### src/rtl/cmd_pkg.sv
// -----------------------------------------------------------------------------
// cmd_pkg
// Shared definitions for the command frame parser:
//   - command letter codes understood by the VM command handler
//   - parser state encoding
//   - argument-length encoding (LEN_UNKNOWN marks a byte that is not a command)
// No ports (package).
// -----------------------------------------------------------------------------
package cmd_pkg;

    // Commands carrying an argument
    localparam logic [7:0] CMD_ADDR_W = 8'h41; // 'A', 2-byte argument
    localparam logic [7:0] CMD_BUS_W  = 8'h42; // 'B', 1-byte argument
    localparam logic [7:0] CMD_OFF    = 8'h4F; // 'O', 4-byte argument
    localparam logic [7:0] CMD_MCW    = 8'h4D; // 'M', 4-byte argument
    localparam logic [7:0] CMD_OPC    = 8'h72; // 'r', 4-byte argument

    // Commands without an argument
    localparam logic [7:0] CMD_UC_I   = 8'h49; // 'I'
    localparam logic [7:0] CMD_LC_A   = 8'h61; // 'a'
    localparam logic [7:0] CMD_LC_B   = 8'h62; // 'b'
    localparam logic [7:0] CMD_LC_S   = 8'h73; // 's'
    localparam logic [7:0] CMD_LC_F   = 8'h66; // 'f'
    localparam logic [7:0] CMD_UC_N   = 8'h4E; // 'N'
    localparam logic [7:0] CMD_LC_C   = 8'h63; // 'c'
    localparam logic [7:0] CMD_UC_C   = 8'h43; // 'C'
    localparam logic [7:0] CMD_UC_T   = 8'h54; // 'T'
    localparam logic [7:0] CMD_UC_R   = 8'h52; // 'R'
    localparam logic [7:0] CMD_UC_Z   = 8'h5A; // 'Z'
    localparam logic [7:0] CMD_UC_Q   = 8'h51; // 'Q'
    // Read-timeout NOP; also accepted on the wire as a zero-length command
    localparam logic [7:0] CMD_NOP_TO = 8'hFF;

    // Argument-length encoding
    localparam logic [2:0] LEN_0       = 3'd0;
    localparam logic [2:0] LEN_1       = 3'd1;
    localparam logic [2:0] LEN_2       = 3'd2;
    localparam logic [2:0] LEN_4       = 3'd4;
    localparam logic [2:0] LEN_UNKNOWN = 3'b111;

    // Parser states
    typedef enum logic [1:0] {
        IDLE = 2'd0,
        ARG  = 2'd1,
        EMIT = 2'd2
    } state_e;

endpackage

### src/rtl/cmd_arg_decoder.sv
// -----------------------------------------------------------------------------
// cmd_arg_decoder
// Combinational lookup from a command byte to its argument length.
// Ports:
//   cmd_i  in  8  candidate command byte
//   len_o  out 3  argument length in bytes (0/1/2/4), LEN_UNKNOWN if not a command
// -----------------------------------------------------------------------------
module cmd_arg_decoder
    import cmd_pkg::*;
(
    input  logic [7:0] cmd_i,
    output logic [2:0] len_o
);

    always_comb begin
        len_o = LEN_UNKNOWN;
        case (cmd_i)
            CMD_ADDR_W:                    len_o = LEN_2;
            CMD_BUS_W:                     len_o = LEN_1;
            CMD_OFF, CMD_MCW, CMD_OPC:     len_o = LEN_4;
            CMD_UC_I, CMD_LC_A, CMD_LC_B,
            CMD_LC_S, CMD_LC_F, CMD_UC_N,
            CMD_LC_C, CMD_UC_C, CMD_UC_T,
            CMD_UC_R, CMD_UC_Z, CMD_UC_Q,
            CMD_NOP_TO:                    len_o = LEN_0;
            default:                       len_o = LEN_UNKNOWN;
        endcase
    end

endmodule

### src/rtl/cmd_frame_parser.sv
// -----------------------------------------------------------------------------
// cmd_frame_parser
// Frames a raw byte stream into {command letter, little-endian argument}
// records and hands them to the VM command handler over valid/ready.
//
// Optional feature: define ARG_TIMEOUT_EN to abort a stalled argument after
// TIMEOUT_CYCLES idle cycles and emit a NOP record (cmd_out = 8'hFF).
//
// Ports:
//   clk          in   1   system clock, rising edge
//   rst          in   1   synchronous active-high reset
//   rx_data      in   8   incoming byte
//   rx_valid     in   1   rx_data valid
//   rx_ready     out  1   byte accepted when rx_valid && rx_ready
//   cmd_out      out  8   command letter, or 8'hFF for a timeout NOP
//   arg_out      out  32  argument, zero-extended
//   arg_len      out  3   argument bytes received (0/1/2/4)
//   cmd_valid    out  1   record valid
//   cmd_ready    in   1   handler consumes the record
//   err_unknown  out  1   one-cycle pulse per dropped unknown command byte
//   busy         out  1   parser not in IDLE
// -----------------------------------------------------------------------------
module cmd_frame_parser
    import cmd_pkg::*;
#(
    parameter int TIMEOUT_CYCLES = 1000,
    parameter int TO_W           = $clog2(TIMEOUT_CYCLES + 1)
) (
    input  logic        clk,
    input  logic        rst,
    input  logic [7:0]  rx_data,
    input  logic        rx_valid,
    output logic        rx_ready,
    output logic [7:0]  cmd_out,
    output logic [31:0] arg_out,
    output logic [2:0]  arg_len,
    output logic        cmd_valid,
    input  logic        cmd_ready,
    output logic        err_unknown,
    output logic        busy
);

    state_e      state_q, state_d;
    logic [7:0]  cmd_q, cmd_d;
    logic [31:0] arg_q, arg_d;
    logic [2:0]  arg_len_q, arg_len_d;
    logic [2:0]  exp_len_q, exp_len_d;   // length expected for the current frame
    logic [1:0]  idx_q, idx_d;           // index of the next argument byte
    logic        err_q, err_d;
    logic [2:0]  dec_len;
    logic        rx_fire;

`ifdef ARG_TIMEOUT_EN
    logic [TO_W-1:0] to_q, to_d;
`else
    // Timeout configuration is intentionally unused in this build
    logic unused_timeout_cfg;
    assign unused_timeout_cfg = (TIMEOUT_CYCLES > 0) && (TO_W > 0);
`endif

    cmd_arg_decoder u_dec (
        .cmd_i (rx_data),
        .len_o (dec_len)
    );

    // EMIT is the only state that refuses bytes, so rx_ready and cmd_valid
    // are mutually exclusive by construction.
    assign rx_ready    = (state_q != EMIT);
    assign cmd_valid   = (state_q == EMIT);
    assign busy        = (state_q != IDLE);
    assign rx_fire     = rx_valid && rx_ready;
    assign cmd_out     = cmd_q;
    assign arg_out     = arg_q;
    assign arg_len     = arg_len_q;
    assign err_unknown = err_q;

    always_comb begin
        state_d   = state_q;
        cmd_d     = cmd_q;
        arg_d     = arg_q;
        arg_len_d = arg_len_q;
        exp_len_d = exp_len_q;
        idx_d     = idx_q;
        err_d     = 1'b0;
`ifdef ARG_TIMEOUT_EN
        to_d      = to_q;
`endif
        case (state_q)
            IDLE: begin
                if (rx_fire) begin
                    if (dec_len == LEN_UNKNOWN) begin
                        err_d = 1'b1;
                    end else begin
                        cmd_d     = rx_data;
                        arg_d     = '0;
                        arg_len_d = LEN_0;
                        exp_len_d = dec_len;
                        idx_d     = 2'd0;
`ifdef ARG_TIMEOUT_EN
                        to_d      = '0;
`endif
                        state_d   = (dec_len == LEN_0) ? EMIT : ARG;
                    end
                end
            end
            ARG: begin
                if (rx_fire) begin
                    arg_d[{idx_q, 3'b000} +: 8] = rx_data;
                    idx_d = idx_q + 2'd1;
`ifdef ARG_TIMEOUT_EN
                    to_d  = '0;
`endif
                    if ({1'b0, idx_q} + 3'd1 == exp_len_q) begin
                        arg_len_d = exp_len_q;
                        state_d   = EMIT;
                    end
                end
`ifdef ARG_TIMEOUT_EN
                // The TIMEOUT_CYCLES-th consecutive idle cycle aborts the frame
                else if (to_q == TO_W'(TIMEOUT_CYCLES - 1)) begin
                    cmd_d     = CMD_NOP_TO;
                    arg_d     = '0;
                    arg_len_d = LEN_0;
                    to_d      = '0;
                    state_d   = EMIT;
                end else begin
                    to_d = to_q + TO_W'(1);
                end
`endif
            end
            EMIT: begin
                if (cmd_ready) begin
                    state_d = IDLE;
                end
            end
            default: state_d = IDLE;
        endcase
    end

    always_ff @(posedge clk) begin
        if (rst) begin
            state_q   <= IDLE;
            cmd_q     <= '0;
            arg_q     <= '0;
            arg_len_q <= '0;
            exp_len_q <= '0;
            idx_q     <= '0;
            err_q     <= 1'b0;
`ifdef ARG_TIMEOUT_EN
            to_q      <= '0;
`endif
        end else begin
            state_q   <= state_d;
            cmd_q     <= cmd_d;
            arg_q     <= arg_d;
            arg_len_q <= arg_len_d;
            exp_len_q <= exp_len_d;
            idx_q     <= idx_d;
            err_q     <= err_d;
`ifdef ARG_TIMEOUT_EN
            to_q      <= to_d;
`endif
        end
    end

endmodule

### config.mk
export PLATFORM = sky130hd
export DESIGN_NAME = cmd_frame_parser
export DESIGN_NICKNAME = d
export VERILOG_FILES = /design/src/rtl/cmd_pkg.sv /design/src/rtl/cmd_arg_decoder.sv /design/src/rtl/cmd_frame_parser.sv
export SDC_FILE = /design/constraint.sdc
export NUM_CORES = 1
export LEC_CHECK = 0
export BUFFER_PORTS_ARGS = -buffer_cell sky130_fd_sc_hd__clkbuf_2
export CORE_MARGIN = 3
export CORE_UTILIZATION = 50
export CTS_CLUSTER_DIAMETER = 30
export DETAILED_ROUTE_END_ITERATION = 8
export GPL_ROUTABILITY_DRIVEN = 0
export HOLD_SLACK_MARGIN = 0.06
export PLACE_DENSITY = 0.79
export SYNTH_ARGS = -nofsm -noshare
export SYNTH_HDL_FRONTEND = slang
export SYNTH_SLANG_ARGS = --single-unit
export TNS_END_PERCENT = 50
### constraint.sdc
create_clock -name clk -period 4.2 [get_ports clk]
set_input_delay 0.63 -clock clk [delete_from_list [all_inputs] [get_ports clk]]
set_output_delay 0.63 -clock clk [all_outputs]
set_load 0.01 [all_outputs]
==> impl_metrics.sql <==
INSERT INTO impl_metrics (metric_group, metric, value, unit) VALUES
('outcome', 'run_status', 'complete, no violations', ''),
('synth', 'synth_adder_area_share', '1.85', '%'),
('grt', 'grt_antenna_before_repair', '0', ''),
('timing', 'finalHoldViolCount', '0', ''),
('placement', 'post_dp_cell_area', '3030', 'sq um'),
('power', 'vdd_drop_max', '0.169', 'mV'),
('cells_and_area', 'most_frequent_cells_in_the_layout', 'clkbuf_2, dfxtp_1, nand2_1, nand2b_1, mux2i_1', ''),
('cts', 'numCtsBuffers', '5', ''),
('cts', 'clock_path_buffers', '2', ''),
('timing', 'max_freq', '409', 'MHz'),
('synth', 'yosys_most_used_dff', 'dfxtp_1', ''),
('synth', 'ys_ff_latch', '51', ''),
('synth', 'synth_sequential_area_ratio', '37.8', '%'),
('drt', 'drt-total-wl', '6160', 'um'),
('setup_path', 'crit_required', '4.43', 'ns'),
('cts', 'clk-insertion-delay-late', '0.31', 'ns'),
('synth', 'post_synth_num_cell_types', '50', ''),
('drt', 'detailroute.via_count', '2242', ''),
('cells_and_area', 'diodes', '0', ''),
('timing', 'timing.final.setup_violations', '0', ''),
('setup_path', 'crit_path_end_kind', 'flop', ''),
('cts', 'cts_hold_buffers', '0', ''),
('job', 'timing.max_cap.violations', '0', ''),
('drt', 'route.detailed.drc', '0', ''),
('cells_and_area', 'layout_commonest_cell', 'clkbuf_2', ''),
('cts', 'clock_sink_count', '51', ''),
('timing', 'final_layout_setup_total_negative_slack', '0', 'ns'),
('synth', 'async_reset_ff_share', '0', '%'),
('die', 'initial_core_util', '52.2', '%'),
('drt', 'routedWlPerCell', '14.7', 'um'),
('timing', 'slew_violations', '0', ''),
('synth', 'synth_enable_flop_cells', '0', ''),
('drt', 'initialDrtViolationCount', '158', ''),
('synth', 'syn_area', '2700', 'sq um'),
('synth', 'synth-warning-count', '0', ''),
('setup_path', 'worstPathMaxFanout', '9', ''),
('grt', 'grt_pass1_vias', '2114', ''),
('synth', 'synthesis.nets', '310', ''),
('die', 'core-area', '5170', 'sq um'),
('hold_path', 'hold_class', 'flop to flop', ''),
('cts', 'postcts_setup_bufs', '0', ''),
('synth', 'postSynthAreaPerCell', '9.19', 'sq um'),
('die', 'fp.dieW', '79.5', 'um'),
('cts', 'ctsRootBufferMaster', 'clkbuf_8', ''),
('timing', 'rsz0062_at_grt', 'false', ''),
('cells_and_area', 'fin_nets', '363', ''),
('die', 'placementRows', '26', ''),
('synth', 'post_synth_mux_area_share', '15.6', '%'),
('grt', 'maximum_number_of_pins_on_one_net_before_global_route_repair', '67', ''),
('die', 'die-area', '6320', 'sq um'),
('placement', 'hpwl', '4460', 'um'),
('grt', 'globalRoute.totalOverflow', '0', ''),
('grt', 'grt_util_all_layers', '20.1', '%'),
('die', 'i_o_pins', '59', ''),
('drt', 'detail-route-antenna-nets', '0', ''),
('timing', 'maxSlewHeadroom', '18.6', '%'),
('setup_path', 'timing.setup.critical_path_class', 'flop to flop', ''),
('cells_and_area', 'flow.area_growth_from_synthesis', '15.7', '%'),
('drt', 'avgViaCountPerCell', '5.36', ''),
('synth', 'synth_top_family_by_area', 'simple AND/OR/NAND/NOR gates', ''),
('drt', 'detail_route.first_pass.iterations', '4', ''),
('power', 'powerDensity', '283', 'nW/um^2'),
('setup_path', 'start_kind', 'flop', ''),
('placement', 'buffers_added_on_ports', '58', ''),
('timing', 'fin_crit_sh', '58.3', '%'),
('synth', 'synth_area_in_xor_xnor', '0.973', '%'),
('timing', 'fin_skew', '0.00922', 'ns'),
('cts', 'ctsResizeCount', '0', ''),
('cts', 'cts_tree', 'done', ''),
('grt', 'wire_length_of_the_first_global_routing_pass', '10000', 'um'),
('cts', 'cts_max_level', '2', ''),
('timing', 'max_slew.worst_pin.slew', '1.20', 'ns'),
('cts', 'cts.clk_slew.worst_paths', '0.09', 'ns'),
('power', 'power', '0.885', 'mW'),
('synth', 'synth_simple_gate_area_share', '28.3', '%'),
('timing', 'min_cycle_time_layout', '2.45', 'ns'),
('power', 'cellLeakagePower', '1.19', 'nW'),
('synth', 'synth_cells', '294', ''),
('synth', 'synth_compound_area_share', '11.7', '%'),
('cells_and_area', 'post_route_cells_drive_above_1_share', '24.4', '%'),
('setup_path', 'cp.arrival', '2.68', 'ns'),
('die', 'die_height', '79.5', 'um'),
('cells_and_area', 'final_design_area_no_fill', '3130', 'sq um');
==> layout make-up <==
type,count,area [sq um]
clock inverters,2,16.3
clock buffers,6,82.6
fillers,450,2050
multi-input cells,220,1580
flip-flops and latches,51,1020
repair buffers,61,313
well taps,70,87.6
inverters,8,30.0
==> state kept, by name, indices dropped and copies added (netlist names) <==
name,cells
arg_out,32
cmd_out,8
state_q,2
exp_len_q,3
idx_q,2
err_unknown,1
arg_len,3
==> critical path, stage by stage, from the launching register on <==
cell	delay [ns]
dfxtp_1	0.51
inv_1	0.14
ha_1	0.40
nor4b_1	1.03
nand2_1	0.10
mux2i_1	0.19
==> power by group <==
part | total (mW) | switching, mW | leakage, nW | internal [mW]
clock network | 0.298 | 0.164 | 0.0474 | 0.135
logic | 0.0966 | 0.0599 | 0.732 | 0.0367
registers | 0.490 | 0.00298 | 0.411 | 0.487
==> cell usage after synthesis, types with 4 or more instances <==
library cell  instances  area share [%]
nand2b_1             42             9.7
clkbuf_1              8             1.1
nand2_1              43             6.0
a21oi_4               4             2.4
nor2_1                7            0.97
inv_1                 8             1.1
mux2i_1              35              13
buf_2                 5            0.93
o21ai_0               8             1.5
a21oi_1               4            0.74
dfxtp_1              51              38
nor2b_1              18             4.2
ha_1                  4             1.9
==> stage by stage <==
| stage | utilization (%) | hold WS, ns | setup slack, ns | cells |
|---|---|---|---|---|
| 3_5_place_dp | 58.5 | 0.444 | 1.71 | 410 |
| 2_1_floorplan | - | 0.451 | 2.02 | 294 |
| 4_1_cts | 60.4 | 0.457 | 1.77 | 418 |
| 3_3_place_gp | 58.5 | 0.443 | 1.76 | 410 |
| 6_report | 60.4 | 0.453 | 1.75 | 418 |
| 5_1_grt | 60.4 | 0.488 | 1.52 | 418 |
==> worst paths after layout <==
check,startpoint,to,slack (ns),cells after the start
worst min-delay path,cmd_out[6],cmd_out[6],0.45,2
worst max register to register,idx_q[0],arg_out[4],1.75,5
worst min register to register,cmd_out[6],cmd_out[6],0.45,2
worst max-delay path,idx_q[0],arg_out[4],1.75,5
==> cell families after synthesis <==
family / Yosys count
AO/OA/AOI/OAI: 37
flip-flops: 51
buffers and inverters: 23
AND/OR/NAND/NOR: 135
multiplexers: 41
XOR/XNOR: 3
adder cells (fa/ha/maj): 4
==> metal layers <==
metal,share of wire (%),GRT usage (%),up-vias,wire length (um)
met5,0,0,-,0
met3,4.1,3.84,7,255
met2,48,32.6,60,2950
li1,-,-,1109,-
met4,1.4,6.53,0,89
met1,47,26.8,1066,2870
(Power assumes the default switching activity.)
